==> config.mk <==
export PLATFORM = sky130hd
export DESIGN_NAME = param_cam
export DESIGN_NICKNAME = d
export VERILOG_FILES = /design/src/rtl/cam_pkg.sv /design/src/rtl/cam_prio_enc.sv /design/src/rtl/param_cam.sv
export SDC_FILE = /design/constraint.sdc
export NUM_CORES = 2
export LEC_CHECK = 0
export ABC_CLOCK_PERIOD_IN_PS = 2900
export CELL_PAD_IN_SITES_DETAIL_PLACEMENT = 1
export CELL_PAD_IN_SITES_GLOBAL_PLACEMENT = 2
export CORE_AREA = 2 2 363 365
export DETAILED_ROUTE_END_ITERATION = 16
export DIE_AREA = 0 0 365 367
export GPL_TIMING_DRIVEN = 1
export PLACE_DENSITY = 0.84
export SLEW_MARGIN = 10
export SYNTH_ARGS = -nofsm -noshare
export SYNTH_HDL_FRONTEND = slang
export SYNTH_SLANG_ARGS = --single-unit
==> constraint.sdc <==
create_clock -name clk_i -period 2.9 [get_ports clk_i]
set_clock_uncertainty 0.1 [all_clocks]
set_input_delay 0.87 -clock clk_i [delete_from_list [all_inputs] [get_ports clk_i]]
set_output_delay 0.87 -clock clk_i [all_outputs]
set_load 0.01 [all_outputs]
==> src/rtl/cam_pkg.sv <==
// Shared types, limits and helpers for the parametrised CAM.
// Imported by the priority encoder and the CAM top.
package cam_pkg;

  localparam int unsigned MaxWidth = 64;
  localparam int unsigned MaxDepth = 256;
  localparam int unsigned MaxIdxW  = 8;

  // Index width for a given depth; never below one bit.
  function automatic int unsigned cam_idx_w(input int unsigned depth);
    return (depth > 1) ? $clog2(depth) : 1;
  endfunction

  // Sized for the largest supported depth; narrower CAMs use the low bits of index.
  typedef struct packed {
    logic               valid;
    logic               multi;
    logic [MaxIdxW-1:0] index;
  } cam_search_res_t;

endpackage

==> src/rtl/cam_prio_enc.sv <==
// Lowest-index priority encoder with any-hit and multi-hit flags.
// Index is 0 when no request bit is set.
module cam_prio_enc
  import cam_pkg::*;
#(
  parameter int unsigned N = 32,
  localparam int unsigned IdxW = cam_idx_w(N)
) (
  input  logic [N-1:0]    req_i,
  output logic [IdxW-1:0] index_o,
  output logic            any_o,
  output logic            multi_o
);

  always_comb begin
    index_o = '0;
    // Scan downward so the lowest set bit is the last assignment.
    for (int i = int'(N) - 1; i >= 0; i--) begin
      if (req_i[i]) begin
        index_o = IdxW'(i);
      end
    end
  end

  assign any_o   = |req_i;
  // Clearing the lowest set bit leaves something only if two or more were set.
  assign multi_o = |(req_i & (req_i - N'(1)));

endmodule

==> src/rtl/param_cam.sv <==
// Parametrised CAM: per-entry valid bits, ternary search with a two-stage
// pipeline (hit vector, then priority encode) and free-slot tracking.
module param_cam
  import cam_pkg::*;
#(
  parameter int unsigned WIDTH = 32,
  parameter int unsigned DEPTH = 32,
  parameter int unsigned IDX_W = cam_idx_w(DEPTH)
) (
  input  logic             clk_i,
  input  logic             rst_i,
  input  logic             read_enable_i,
  input  logic [IDX_W-1:0] read_index_i,
  input  logic             write_enable_i,
  input  logic [IDX_W-1:0] write_index_i,
  input  logic [WIDTH-1:0] write_data_i,
  input  logic             inval_enable_i,
  input  logic [IDX_W-1:0] inval_index_i,
  input  logic             search_enable_i,
  input  logic [WIDTH-1:0] search_data_i,
  input  logic [WIDTH-1:0] search_mask_i,
  output logic             read_valid_o,
  output logic [WIDTH-1:0] read_value_o,
  output logic             search_valid_o,
  output logic [IDX_W-1:0] search_index_o,
  output logic             search_multi_o,
  output logic             search_done_o,
  output logic             full_o,
  output logic [IDX_W-1:0] free_index_o
);

  logic [DEPTH-1:0]            valid_q, valid_d;
  logic [DEPTH-1:0][WIDTH-1:0] entry_data;
  logic [DEPTH-1:0]            hit;

  logic             read_valid_q, read_valid_d;
  logic [WIDTH-1:0] read_value_q, read_value_d;

  logic [DEPTH-1:0] hit_q, hit_d;
  logic             s1_done_q;
  cam_search_res_t  res_q, res_d;
  logic             s2_done_q;

  logic [IDX_W-1:0] enc_index;
  logic             enc_any;
  logic             enc_multi;
  logic [IDX_W-1:0] free_index;
  logic             free_any;
  logic             free_multi;

  // Storage and compare, one slice per entry. Data is deliberately not reset.
  for (genvar i = 0; i < DEPTH; i++) begin : g_entry
    logic [WIDTH-1:0] data_q;

    always_ff @(posedge clk_i) begin
      if (write_enable_i && (write_index_i == IDX_W'(i))) begin
        data_q <= write_data_i;
      end
    end

    assign entry_data[i] = data_q;
    assign hit[i] = valid_q[i] &&
                    (((data_q ^ search_data_i) & search_mask_i) == '0);
  end

  // Write is applied after invalidate so it wins on an index collision.
  always_comb begin
    valid_d = valid_q;
    if (inval_enable_i) begin
      valid_d[inval_index_i] = 1'b0;
    end
    if (write_enable_i) begin
      valid_d[write_index_i] = 1'b1;
    end
  end

  always_comb begin
    read_valid_d = 1'b0;
    read_value_d = '0;
    if (read_enable_i && valid_q[read_index_i]) begin
      read_valid_d = 1'b1;
      read_value_d = entry_data[read_index_i];
    end
  end

  // An idle stage carries an all-zero hit vector so the encoder outputs idle at 0.
  assign hit_d = search_enable_i ? hit : '0;

  cam_prio_enc #(
    .N (DEPTH)
  ) u_search_enc (
    .req_i   (hit_q),
    .index_o (enc_index),
    .any_o   (enc_any),
    .multi_o (enc_multi)
  );

  always_comb begin
    res_d                   = '0;
    res_d.valid             = enc_any;
    res_d.multi             = enc_multi;
    res_d.index[IDX_W-1:0]  = enc_index;
  end

  cam_prio_enc #(
    .N (DEPTH)
  ) u_free_enc (
    .req_i   (~valid_q),
    .index_o (free_index),
    .any_o   (free_any),
    .multi_o (free_multi)
  );

  always_ff @(posedge clk_i or negedge rst_i) begin
    if (!rst_i) begin
      valid_q      <= '0;
      read_valid_q <= 1'b0;
      read_value_q <= '0;
      hit_q        <= '0;
      s1_done_q    <= 1'b0;
      res_q        <= '0;
      s2_done_q    <= 1'b0;
    end else begin
      valid_q      <= valid_d;
      read_valid_q <= read_valid_d;
      read_value_q <= read_value_d;
      hit_q        <= hit_d;
      s1_done_q    <= search_enable_i;
      res_q        <= res_d;
      s2_done_q    <= s1_done_q;
    end
  end

  assign read_valid_o   = read_valid_q;
  assign read_value_o   = read_value_q;
  assign search_valid_o = res_q.valid;
  assign search_index_o = res_q.index[IDX_W-1:0];
  assign search_multi_o = res_q.multi;
  assign search_done_o  = s2_done_q;
  assign full_o         = ~free_any;
  assign free_index_o   = free_index;

  logic unused_bits;
  assign unused_bits = ^{free_multi, res_q.index};

endmodule

# ---- Word level (Yosys, flattened, before mapping)
# Index checks and enable logic that the tools add are counted.
dict set report totals {
  register_bits 1130
  in_bits 117
  out_inout_bits 47
  elab_cells 328
}
dict set report classes {
  n_reduce_logical 103
  n_lt_le_gt_ge 5
  eq_ne 31
  add_sub_neg 1
  n_bitwise 70
  mux 77
}
# op n
set ops {}
lappend ops {{32-bit AND} 34}
lappend ops {{32-bit zero test} 32}
lappend ops {{32-bit XOR} 32}
lappend ops {{5-bit two-way mux} 64}
lappend ops {{32-bit binary-select mux with 5-bit select} 1}
lappend ops {{32-bit two-way mux} 5}
lappend ops {{32-bit OR reduction} 3}
lappend ops {{5-bit equality test (second input constant)} 16}
lappend ops {{1-bit logical AND} 67}
lappend ops {{32-bit NOT} 2}
lappend ops {{5-bit by 4-bit equality test with 1-bit output (second input constant)} 8}
lappend ops {{32-bit bitwise OR} 1}
lappend ops {{32-bit by 1-bit subtractor with 32-bit output (second input constant)} 1}
lappend ops {{5-bit by 3-bit equality test with 1-bit output (second input constant)} 4}
lappend ops {{5-bit by 6-bit less-than comparator with 1-bit output (second input constant)} 3}
lappend ops {{1-bit demux with 5-bit select} 2}
lappend ops {{5-bit by 2-bit equality test with 1-bit output (second input constant)} 2}
lappend ops {{5-bit by 1-bit greater-or-equal comparator with 1-bit output (second input constant)} 2}
lappend ops {{1-bit binary-select mux with 5-bit select} 1}
lappend ops {{5-bit by 1-bit equality test with 1-bit output (second input constant)} 1}
lappend ops {{5-bit zero test} 1}
lappend ops {{1-bit two-way mux} 4}
lappend ops {{1-bit NOT} 1}

# ---- Longest topological paths before layout
dict set report depth {
  ltp_word 33
  mapped_depth 7
  depth_no_buf 6
}

# ---- Modules after synthesis
# From an unflattened synthesis, not the netlist that was laid out.
dict set report unflattened {
  hier_cells 4055
  area_unflattened_um2 59283.1
}
# module area_each_um2 n_inst cells_per_inst seq_area_each_um2
set by_module_without_submodules {}
lappend by_module_without_submodules {param_cam 57904.3 1 3823 33402.0}
lappend by_module_without_submodules {cam_prio_enc 689.4 2 116 0.0}

# ---- Least setup slack after synthesis
# Ideal clock, no wire load.
dict set report synth_path {
  path_kind {input-to-reg}
  start {input write_index_i[0]}
  end {register g_entry[18].data_q[0], enable pin}
  path_buffers 3
  path_stages 6
  arrival_time_ns 4.029
  slack_ns -1.691
  path_cell_list {clkbuf_1 -> nand2b_1 -> clkbuf_1 -> or2_2 -> clkbuf_1 -> nor3_1}
}
dict set report synth_via {
  elab_chain_len 2
}
# element line
set synth_rtl {}
lappend synth_rtl {{start: declaration} param_cam.sv:15} ;# input logic [IDX_W-1:0] write_index_i,
lappend synth_rtl {{5-bit equality test} param_cam.sv:56} ;# if (write_enable_i && (write_index_i == IDX_W'(i))) begin
lappend synth_rtl {{1-bit logical AND} param_cam.sv:56}
lappend synth_rtl {{end signal: assignment} param_cam.sv:57} ;# data_q <= write_data_i;
lappend synth_rtl {{end: declaration} param_cam.sv:53} ;# logic [WIDTH-1:0] data_q;
# Every way passes these cells.
# A chain may end at the register's enable or synchronous reset.

# ---- Worst setup path after layout
dict set report layout_path {
  start {register valid_q[11]}
  end {output free_index_o[0]}
}
dict set report layout_via {
  elab_chain_len 13
}
# element line
set layout_rtl {}
lappend layout_rtl {{start: declaration} param_cam.sv:32} ;# logic [DEPTH-1:0] valid_q, valid_d;
lappend layout_rtl {{start signal: assignment} param_cam.sv:124} ;# valid_q <= valid_d;
lappend layout_rtl {{32-bit NOT} param_cam.sv:108} ;# .req_i (~valid_q),
lappend layout_rtl {{5-bit two-way mux (12 in a row)} cam_prio_enc.sv:19} ;# if (req_i[i]) begin
lappend layout_rtl {{end: declaration} param_cam.sv:29} ;# output logic [IDX_W-1:0] free_index_o
# Every way passes these cells.

==> metrics <==
status=complete, but fails checks; failing checks=setup timing; most frequent cells in the layout=xor2_1 (1024), edfxtp_1 (1024), buf_4 (395); top cells by area, synth=edfxtp_1 (53%), xor2_1 (15%), mux4_2 (13%); internal power=just under 30 mW; Final Max Slew Viols=0; # setup viols final=6; total track usage=between 30% and 40%; Leakage=~25 nW; Tightest Pin Transition=998 ps; global route overflow=0; Hold-fix buffers, CTS=0; TritonCTS Buffers=around 120; vias in the first global route=between 40000 and 50000; PwrDens=about 560 nW/um^2; Metal-1 WL=79900 um; die width=between 300 and 400 um; Starting Density=between 40% and 50%; Sw Pwr=slightly above 10 mW; CTS Sinks=1130; async set or reset register ratio after synthesis=about a tenth; R2R depth=6; CTS tree=built; Final Hold Fails=0; area added between synthesis and finish=21.5%; post-route ant nets=0; critical path type=reg2out; Die Height=roughly 370 um; Worst-Skew Late Latency=about 750 ps; synthesized area=just under 60000 sq um; vias=about 40000; Final Total Pwr=about 40 mW; Cell variety after synth=60; DR WL met3=approximately 19000 um; Post-Syn Instances=approximately 3800; Sw Ratio=between 20% and 30%; Seq cells post-synth=about 1100; Synth Net Count=~3900; CP Capture Type=output port; crit share post-route=112%; Clock Path Buffers=3; drt drc=0; clk slew on worst S/H paths=approximately 60 ps; Min-Delay Path Class=in2async; Routed WL=roughly 220000 um; max frequency=just over 0.3 GHz; DRT iter0 DRCs=approximately 5100; yosys warns=0; worst-path fanout max=2; RePlAce Congestion=~1; Setup crit start=valid_q[11]; DRT Pass-1 Iters=7; sequential share of power=a little under half; Synth area leader=edfxtp_1; FF-to-FF Start=hit_q[7]; Die Area=134000 sq um; worst path required time=between 1500 and 2000 ps; worst setup path endpoint=free_index_o[0]; clock power share=between 30% and 40%; sequential area share after synthesis=a little under three fifths; Core Util, Final=between 50 and 60%; minimum clock period=3250 ps; core box area=between 100000 and 150000 sq um; first-pass GRT wire length=around 310000 um; Slew HR=33.5%; initial antenna violation count=3; R2R setup slack=about 50 ps; fin nets=4430; DR WL/cell=~35 um; layout cells sized above 1=between 20% and 30%; Avg Cell Area, Syn=15.3 sq um; top sig layer=met5; Worst setup SP type=flop; met2 routed WL=102000 um; htree depth=3; share of Yosys cell area claimed by the top area cell type=about 53%; worst path arrival time=between 2000 and 2500 ps; num rows=about 130; port bufs=approximately 160; vias per cell=6.51; RR Endpoint=search_multi_o; Post-synth EDFFs=1024; RSZ-0062 raised after global routing=true; max_cap viols=0; Gate power share=between 10% and 20%; Synth Flop Type=edfxtp_1; Worst Setup Slack, final=-347 ps; Max VDD drop=510 uV; I/O Pins=between 150 and 200; DP Wirelength=roughly 150000 um; pin count of the biggest net entering global routing=42; CTS root buffer=clkbuf_16
## kinds of logic (layout without fill, tap and decap cells)
| logic type | count (synthesis) | count (layout) | share of synthesized area [%] |
|---|---|---|---|
| simple gates | 356 | 356 | 3.25 |
| compound gates | 602 | 602 | 8.37 |
| buf+inv | 333 | 940 | 2.22 |
| fa+ha+maj | 4 | 4 | 0.0709 |
| flops | 1130 | 1130 | 57.4 |
| other cells | 0 | 2 | 0 |
| mux | 363 | 363 | 13.3 |
| xor+xnor | 1024 | 1024 | 15.4 |
## cell usage after synthesis (all sizes together) (33+ instances only)
library cell  instances
a221oi              193
a222oi               33
a22o                192
a22oi                64
buf                 121
clkbuf              197
dfrtp               106
edfxtp             1024
mux4                330
nand2                61
nand4               106
nor2                 80
nor3                 53
o21ai                74
xor2               1024
## cell type report
cell class	count	area, sq um
Clock buffer	173	3380
Tap cell	1755	2200
Clock inverter	54	562
Fill cell	12300	59700
Multi-Input combinational cell	2349	23900
Inverter	15	56.3
Timing Repair Buffer	698	7220
Sequential cell	1130	33400
Antenna cell	2	5.00
## repair_timing
action / CTS / global route
setup endpoints to repair: 6 / 7
pin swaps: 12 / 8
setup buffers: 9 / 2
gates resized for setup: 41 / 18
## power groups by stage
stage	clock (mW)	combinational, mW	sequential (mW)
6_report	15.7	5.63	18.4
5_1_grt	16.4	5.85	18.4
4_1_cts	15.8	5.54	18.4
3_5_place_dp	0	5.45	18.8
3_3_place_gp	0	5.32	18.7
2_1_floorplan	0	2.62	18.7
## per-layer routing
layer	GRT usage [%]	vias up
met5	0	-
met4	21.0	2
met3	5.43	602
met2	51.2	2475
met1	41.6	21100
li1	-	16100
## sequential cells by signal, summed over array words and instances, names as in the netlist
| register | cells |
|---|---|
| search_multi_o | 1 |
| read_valid_o | 1 |
| hit_q | 32 |
| g_entry.data_q | 1024 |
| search_index_o | 5 |
| search_valid_o | 1 |
| search_done_o | 1 |
| s1_done_q | 1 |
| valid_q | 32 |
| read_value_o | 32 |
## worst min-delay path by stage
stage / cells past startpoint / endpoint / slack, ps / startpoint
final: 1 / read_value_o[15] / 30 / rst_i
after CTS: 1 / read_value_o[15] / 1 / rst_i
after global routing: 1 / read_value_o[15] / 30 / rst_i
after detailed placement: 0 / search_done_o / 240 / s1_done_q
after global placement: 0 / search_done_o / 230 / s1_done_q
after floorplan: 0 / search_done_o / 230 / s1_done_q
## per-stage QoR
step | hold slack [ps] | setup slack (ps) | instance area [sq um] | cells | setup TNS, ps
global placement | 235 | -569 | 66600 | 5937 | -5460
CTS | 0.972 | -362 | 70700 | 6172 | -1380
detailed placement | 245 | -617 | 66600 | 5937 | -14710
finish | 30.3 | -347 | 70800 | 6176 | -1270
global route | 26.2 | -404 | 70800 | 6174 | -1780
floorplan | 231 | -328 | 58600 | 3812 | -35300
## worst max-delay path, cell delays in order (launching register included)
cell,delay [ps]
dfrtp_1,390
inv_1,60
o21ai_1,60
a221o_1,350
a211o_1,260
o221ai_2,230
buf_2,190
Power figures use the tool's default switching activity.
